--- src/rtl/fpu_multicycle_issuer.sv ---
// Initiator for the FPU multi-cycle unit protocol: holds enable and operands until the unit's
// ready pulse, then returns the result. Define FPU_ISSUE_TIMEOUT_EN to enable the WAIT watchdog.
module fpu_multicycle_issuer #(
    parameter int unsigned NUM_UNITS      = 2,
    parameter int unsigned TAG_W          = 5,
    parameter int unsigned TIMEOUT_CYCLES = 64
) (
    input  logic                            clk_i,
    input  logic                            reset_i,
    input  logic                            req_valid_i,
    output logic                            req_ready_o,
    input  logic [$clog2(NUM_UNITS):0]      req_unit_i,
    input  logic [31:0]                     req_rs1_i,
    input  logic [31:0]                     req_rs2_i,
    input  logic [2:0]                      req_rm_i,
    input  logic [TAG_W-1:0]                req_tag_i,
    input  logic                            flush_i,
    output logic [NUM_UNITS-1:0]            unit_enable_o,
    output logic [31:0]                     unit_rs1_o,
    output logic [31:0]                     unit_rs2_o,
    output logic [2:0]                      unit_rm_o,
    input  logic [NUM_UNITS-1:0]            unit_ready_i,
    input  logic [32*NUM_UNITS-1:0]         unit_result_i,
    output logic                            resp_valid_o,
    input  logic                            resp_ready_i,
    output logic [31:0]                     resp_data_o,
    output logic [TAG_W-1:0]                resp_tag_o,
    output logic                            resp_err_o,
    output logic                            busy_o
);
    localparam int unsigned UW = $clog2(NUM_UNITS) + 1;
    localparam logic [31:0] QNaN = 32'h7FC0_0000;

    typedef enum logic [1:0] {StIdle, StWait, StResp} state_e;

    state_e               state_q;
    logic [UW-1:0]        sel_q;
    logic [NUM_UNITS-1:0] enable_q;
    logic [31:0]          rs1_q, rs2_q, data_q;
    logic [2:0]           rm_q;
    logic [TAG_W-1:0]     tag_q;
    logic                 valid_q, err_q;

    logic                 accept, req_unit_ok, ready_sel, timeout;
    logic [31:0]          result_sel;
    logic [NUM_UNITS-1:0] req_onehot;

    if (TIMEOUT_CYCLES == 0) begin : g_bad_timeout
        $error("TIMEOUT_CYCLES must be at least 1");
    end

    assign req_ready_o = (state_q == StIdle) && !reset_i && !flush_i;
    assign accept      = req_valid_i && req_ready_o;
    assign req_unit_ok = req_unit_i < UW'(NUM_UNITS);

    // Only the selected unit's ready and result are looked at.
    always_comb begin
        ready_sel  = 1'b0;
        result_sel = '0;
        req_onehot = '0;
        for (int unsigned k = 0; k < NUM_UNITS; k++) begin
            if (sel_q == UW'(k)) begin
                ready_sel  = unit_ready_i[k];
                result_sel = unit_result_i[32*k +: 32];
            end
            req_onehot[k] = (req_unit_i == UW'(k));
        end
    end

`ifdef FPU_ISSUE_TIMEOUT_EN
    localparam int unsigned CW = $clog2(TIMEOUT_CYCLES + 1);
    logic [CW-1:0] cnt_q;

    // Counts completed WAIT cycles; zero on the entry edge.
    always_ff @(posedge clk_i or posedge reset_i) begin
        if (reset_i) begin
            cnt_q <= '0;
        end else if (state_q != StWait) begin
            cnt_q <= '0;
        end else begin
            cnt_q <= cnt_q + 1'b1;
        end
    end

    assign timeout = (cnt_q == CW'(TIMEOUT_CYCLES - 1));
`else
    assign timeout = 1'b0;
`endif

    always_ff @(posedge clk_i or posedge reset_i) begin
        if (reset_i) begin
            state_q  <= StIdle;
            sel_q    <= '0;
            enable_q <= '0;
            rs1_q    <= '0;
            rs2_q    <= '0;
            rm_q     <= '0;
            tag_q    <= '0;
            data_q   <= '0;
            valid_q  <= 1'b0;
            err_q    <= 1'b0;
        end else begin
            case (state_q)
                StIdle: begin
                    if (accept) begin
                        rs1_q <= req_rs1_i;
                        rs2_q <= req_rs2_i;
                        rm_q  <= req_rm_i;
                        tag_q <= req_tag_i;
                        sel_q <= req_unit_i;
                        if (req_unit_ok) begin
                            enable_q <= req_onehot;
                            err_q    <= 1'b0;
                            state_q  <= StWait;
                        end else begin
                            data_q  <= QNaN;
                            err_q   <= 1'b1;
                            valid_q <= 1'b1;
                            state_q <= StResp;
                        end
                    end
                end
                StWait: begin
                    if (flush_i) begin
                        enable_q <= '0;
                        state_q  <= StIdle;
                    end else if (ready_sel) begin
                        // The unit may change its output next edge, so capture now.
                        data_q   <= result_sel;
                        err_q    <= 1'b0;
                        valid_q  <= 1'b1;
                        enable_q <= '0;
                        state_q  <= StResp;
                    end else if (timeout) begin
                        data_q   <= QNaN;
                        err_q    <= 1'b1;
                        valid_q  <= 1'b1;
                        enable_q <= '0;
                        state_q  <= StResp;
                    end
                end
                StResp: begin
                    if (flush_i || resp_ready_i) begin
                        valid_q <= 1'b0;
                        state_q <= StIdle;
                    end
                end
                default: begin
                    enable_q <= '0;
                    valid_q  <= 1'b0;
                    state_q  <= StIdle;
                end
            endcase
        end
    end

    assign unit_enable_o = enable_q;
    assign unit_rs1_o    = rs1_q;
    assign unit_rs2_o    = rs2_q;
    assign unit_rm_o     = rm_q;
    assign resp_valid_o  = valid_q;
    assign resp_data_o   = data_q;
    assign resp_tag_o    = tag_q;
    assign resp_err_o    = err_q;
    assign busy_o        = (state_q != StIdle);

endmodule

--- config.mk ---
export PLATFORM = sky130hd
export DESIGN_NAME = fpu_multicycle_issuer
export DESIGN_NICKNAME = d
export VERILOG_FILES = /design/src/rtl/fpu_multicycle_issuer.sv
export SDC_FILE = /design/constraint.sdc
export NUM_CORES = 1
export LEC_CHECK = 0
export ABC_AREA = 1
export ABC_CLOCK_PERIOD_IN_PS = 9500
export CORE_UTILIZATION = 40
export DETAILED_ROUTE_END_ITERATION = 10
export PLACE_DENSITY_LB_ADDON = 0.1
export SLEW_MARGIN = 0
export SYNTH_ARGS = -nofsm -noshare
export SYNTH_HDL_FRONTEND = slang
export SYNTH_SLANG_ARGS = --single-unit
--- constraint.sdc ---
create_clock -name clk_i -period 9.5 [get_ports clk_i]
set_clock_uncertainty 0.1 [all_clocks]
set_input_delay 2.85 -clock clk_i [delete_from_list [all_inputs] [get_ports clk_i]]
set_output_delay 2.85 -clock clk_i [all_outputs]
set_load 0.005 [all_outputs]
==> impl_metrics.ini, run 1 <==
[status]
outcome = finished, final reports clean

[final_layout]
drive_above_1_share_pct = 3.73
nets = 999
stdcell_count = 1026
area_growth_pct = 56.9
diodes = 0
utilization_pct = 64.8

[logic_synthesis]
synthCells = 626
synth.area.top_cells = dfrtp_1 (56%), nand2_1 (26%), nand3_1 (4.5%)
yosys_warnings = 0
ys_types = 19
syn_nets = 771
synth_seq_cells = 112
syn_area_per_cell_um2 = 7.99
netlist_area_um2 = 5000
yosys.area.top_type_share_pct = 56.0
seq_area_frac_synth_pct = 56.0
yosysTopAreaCell = dfrtp_1

[power_and_ir_drop]
p_leak_uw = 0.00371
ir_drop_mv = 0.109
total_power_uw = 1630
pwr_density_cell_nw_per_um2 = 207

[timing]
hold_viol = 0
setup_tns_ns = 0
fmax_mhz = 132
min_period_over_period_pct = 79.5
slew_viol_final = 0
worst_pin_slew_ns = 1.20
relSlewSlack_pct = 20.2
period_needed_ns = 7.55
timing.hold.ws_ns = 0.371
setup_viol = 0
rsz0062_at_grt = no

[die]
design.core.area_um2 = 12100
fp-row-count = 40
die_area_um2 = 13000
initial_core_util_pct = 41.3
io_pins = 255
die_h_um = 114
die_x_um = 114

[route]
drc = 0
dr_wl_met2_um = 7320
wl_met1_um = 6200
firstDrtPassIters = 4
wl_um = 14900
drtIter0Drc = 262
drtAntennaViolNets = 0
vias = 4954
viasPerCell = 4.83
post_drt_wl_per_cell_um = 14.5
highest_layer = met4
dr_wl_met3_um = 1110

[setup_path]
cpPeakStageDelay_ns = 0.54
slowest_stage = clkdlybuf4s50_1
worstSetupPathType = input port to output port
start_kind = input port
cpMostUsedCell = clkdlybuf4s50_1
cp.required_ns = 6.55
path_max_fanout = 50
cp_cell_sequence = clkdlybuf4s50_1 -> inv_4 -> nand2_1 -> nor2_1 -> clkdlybuf4s50_1
cp.arrival_ns = 4.60
endpoint_kind = output port

[clock_tree]
cts_sinks = 112
cts_buffer_depth = 2
clock_latency_ns = 0.34
clk_pin_slew_worst_paths_ns = 0.07
post_cts.repair.setup_buffers = 0
ctsHoldBuffers = 0
cts_tree = yes
cts_root_buffer = clkbuf_16
cts_resized = 0
htreeDepth = 3
numCtsBuffers = 9

[placed_design]
io_buffers = 254
place_inst = 1011
place_congestion = 0.792
dp_hpwl_um = 10600

[global_route]
antenna_found_initial = 0
grt-ovfl-total = 0
grt_pass1_vias = 4878
grtUsageTotal_pct = 23.1
grt_max_degree = 77
grt_pass1_wl_um = 23700

[job]
max_cap_violations = 0

[min_path]
holdCritPathClass = register to register
[Yosys cell counts]
cell / count
a21oi_1: 23
buf_1: 1
buf_2: 19
buf_4: 9
clkbuf_1: 12
dfrtp_1: 112
inv_1: 9
inv_2: 5
nand2_1: 341
nand2_2: 1
nand3_1: 45
nand3_2: 1
nand4_1: 32
nand4_4: 1
nor2_1: 6
nor2_2: 2
nor2_4: 1
o21ai_0: 5
o21ai_2: 1
[metrics by stage]
stage / instance area, µm² / setup WS [ns]
floorplan: 5000 / 0.876
global placement: 7580 / 1.89
detailed placement: 7580 / 1.90
CTS: 7850 / 1.89
global route: 7850 / 1.71
finish: 7850 / 1.95
[layout make-up]
cell class                 count  area [µm²]
timing repair buffer         258        2570
tap                          168         210
fill                        1029        4260
clock inverter                 5        41.3
clock buffer                  10         229
multi-input combinational    459        1940
sequential                   112        2800
inverter                      14        55.1
[logic make-up (layout without fill, tap and decap cells)]
| family | after synthesis | count (layout) | synth area share, % |
|---|---|---|---|
| buf+inv | 55 | 287 | 5.27 |
| simple gates | 430 | 430 | 35.8 |
| compound gates | 29 | 29 | 2.97 |
| flops | 112 | 112 | 56.0 |
[flip-flops by register name (all words and copies together), names as in the netlist]
name	cells
resp_data_o	32
resp_err_o	1
resp_tag_o	5
resp_valid_o	1
sel_q	2
state_q	2
unit_enable_o	2
unit_rm_o	3
unit_rs1_o	32
unit_rs2_o	32
[layer usage]
metal,vias to the layer above,global-route usage [%]
li1,2438,-
met3,17,5.53
met4,0,7.45
met2,172,41.0
met5,-,0
met1,2327,27.7
[layout by cell type, fill, tap and decap left out]
master	netlist	routed
o21ai_2	1	1
dfrtp_1	112	112
nand4_1	32	32
a21oi_1	23	23
clkinv_4	0	1
clkbuf_16	0	9
buf_4	9	4
inv_1	9	8
o21ai_0	5	5
nor2_1	6	6
inv_2	5	5
nand2_2	1	1
inv_4	0	1
clkinvlp_4	0	2
nor2_2	2	2
nand3_2	1	2
nand4_4	1	1
clkdlybuf4s50_1	0	254
inv_6	0	2
nand3_1	45	44
nand2_1	341	341
nor2_4	1	1
clkbuf_1	12	1
[where the power goes]
group	internal (µW)	switching, µW	leakage, µW
registers	601	72.8	0.00142
logic	334	273	0.00216
clock network	179	170	0.000126
[worst max-delay path, delay by kind of cell]
family / cells / cell delay, ns
buffers and inverters: 3 / 1.46
AND/OR/NAND/NOR: 2 / 0.28
[final timing paths]
kind / endpoint / start / cells after the start / slack [ns]
setup / recovery: req_ready_o / reset_i / 5 / 1.95
hold / removal: resp_data_o[16] / resp_data_o[16] / 2 / 0.37
setup reg to reg: resp_data_o[28] / sel_q[0] / 7 / 7.13
hold reg to reg: resp_data_o[16] / resp_data_o[16] / 2 / 0.37
max in group asynchronous: resp_data_o[26] / reset_i / 3 / 5.20
min in group asynchronous: unit_rs2_o[22] / reset_i / 2 / 2.86
(Power assumes the default switching activity.)
==> run 2, diff against run 1 <==
Settings changed: ABC_CLOCK_PERIOD_IN_PS 9500 to 7300.
Clock period 9.5 ns to 7.3 ns, I/O delays scaled along.
==> impl_metrics.ini, run 2 (synthesis gave the netlist of run 1 again) <==
[power_and_ir_drop]
seq_power_share_pct = 40.4
power_frac_clock_pct = 24.4
p_leak_uw = 0.00374
p_sw_share_pct = 30.5
ir_drop_mv = 0.165
p_comb_share_pct = 35.2
p_int_uw = 1530
pwr_density_cell_nw_per_um2 = 278
switchingPower_uw = 671

[final_layout]
final_common_cell = nand2_1
area_growth_pct = 58.1
stdcell_count = 1027
fillerInstances = 1028
final_area_um2 = 7910
final_cell_mix = nand2_1 (341), clkdlybuf4s50_1 (254), dfrtp_1 (112)
utilization_pct = 65.3
diodes = 0
nets = 999
drive_above_1_share_pct = 3.96

[die]
io_pins = 255
initial_core_util_pct = 41.3
die_x_um = 114
fp-row-count = 40
die_area_um2 = 13000
die_h_um = 114
design.core.area_um2 = 12100

[clock_tree]
numCtsBuffers = 9
ctsHoldBuffers = 0
htreeDepth = 3
clock_latency_ns = 0.34
post_cts.repair.setup_buffers = 0
cts_buffer_depth = 2
cts_tree = yes
cts_root_buffer = clkbuf_16
clk_pin_slew_worst_paths_ns = 0.07
cts_resized = 0
cts_sinks = 112

[route]
drtAntennaViolNets = 0
vias = 4973
viasPerCell = 4.84
drtIter0Drc = 272
drc = 0
firstDrtPassIters = 5
wl_um = 14800
post_drt_wl_per_cell_um = 14.5

[setup_path]
cpPeakStageDelay_ns = 0.52
start_kind = input port
slowest_stage = clkdlybuf4s50_1
path_max_fanout = 4
regToRegStartpoint = sel_q[0]
endpoint_kind = output port
cp.arrival_ns = 3.53
r2r_end = resp_data_o[28]
cp_cell_sequence = clkdlybuf4s50_1 -> inv_2 -> nand2_1 -> nor2_1 -> clkdlybuf4s50_1
path_buf_inv = 3
crit_family = buffers and inverters
rrSetupSlack_ns = 4.32
cpMostUsedCell = clkdlybuf4s50_1
cp.required_ns = 5.01
cp.depth = 5
reg2reg_depth = 7
worstSetupPathType = input port to output port

[timing]
setup_viol = 0
relSlewSlack_pct = 19.8
period_needed_ns = 5.82
rsz0062_at_grt = no
fmax_mhz = 172
hold_viol = 0
worst_pin_slew_ns = 1.20
slew_viol_final = 0
min_period_over_period_pct = 79.8
timing.hold.ws_ns = 0.370
setup_tns_ns = 0

[placed_design]
place_inst = 1011
io_buffers = 254
place_congestion = 0.755
dp_hpwl_um = 10400
placed_area_um2 = 7580

[job]
max_cap_violations = 0

[status]
outcome = finished, final reports clean

[min_path]
holdCritPathClass = register to register
whs_endpoint = unit_enable_o[0]
min-delay-start = unit_enable_o[0]
holdPathStages = 2

[global_route]
grt_pass1_wl_um = 23400
grt-ovfl-total = 0
grtUsageTotal_pct = 22.9
grt_max_degree = 77
antenna_found_initial = 0
grt_pass1_vias = 4779
-- run 2: metal layers --
| layer | share of wire (%) | global-route usage, % | up-vias | wire, µm |
|---|---|---|---|---|
| li1 | - | - | 2440 | - |
| met1 | 42 | 28.3 | 2319 | 6190 |
| met2 | 47 | 37.7 | 188 | 6940 |
| met3 | 8.8 | 6.80 | 26 | 1300 |
| met4 | 2.8 | 8.92 | 0 | 410 |
| met5 | 0 | 0 | - | 0 |
-- run 2: worst max path at each step --
stage	startpoint	slack [ns]	to
CTS	flush_i	1.47	req_ready_o
global route	flush_i	1.41	req_ready_o
detailed placement	flush_i	1.49	req_ready_o
global placement	flush_i	1.60	req_ready_o
floorplan	reset_i	0.82	req_ready_o
finish	flush_i	1.48	req_ready_o
-- run 2: area by class of cell --
type	instances	area (µm²)	share of cell area, %
flip-flops and latches	112	2800	35.4
multi-input cells	459	1940	24.6
clock inverters	6	90.1	1.14
inverters	14	56.3	0.711
repair buffers	258	2570	32.5
clock buffers	10	239	3.02
well taps	168	210	2.66
-- run 2: worst min-delay path, stage by stage (launching register included) --
cell and delay [ns]:
dfrtp_1 0.34, nand2_1 0.05, nand2_1 0.05
-- run 2: per-stage QoR --
stage | total power [µW] | setup slack, ns
after floorplan | 1200 | 0.820
after global placement | 1660 | 1.60
after detailed placement | 1680 | 1.49
after CTS | 2220 | 1.47
after global routing | 2330 | 1.41
final | 2200 | 1.48
-- run 2: power groups by stage --
stage	registers [µW]	clock network [µW]	logic [µW]
CTS	890	551	781
detailed placement	898	0	778
finish	889	535	773
global placement	890	0	767
global route	910	573	850
floorplan	891	0	304
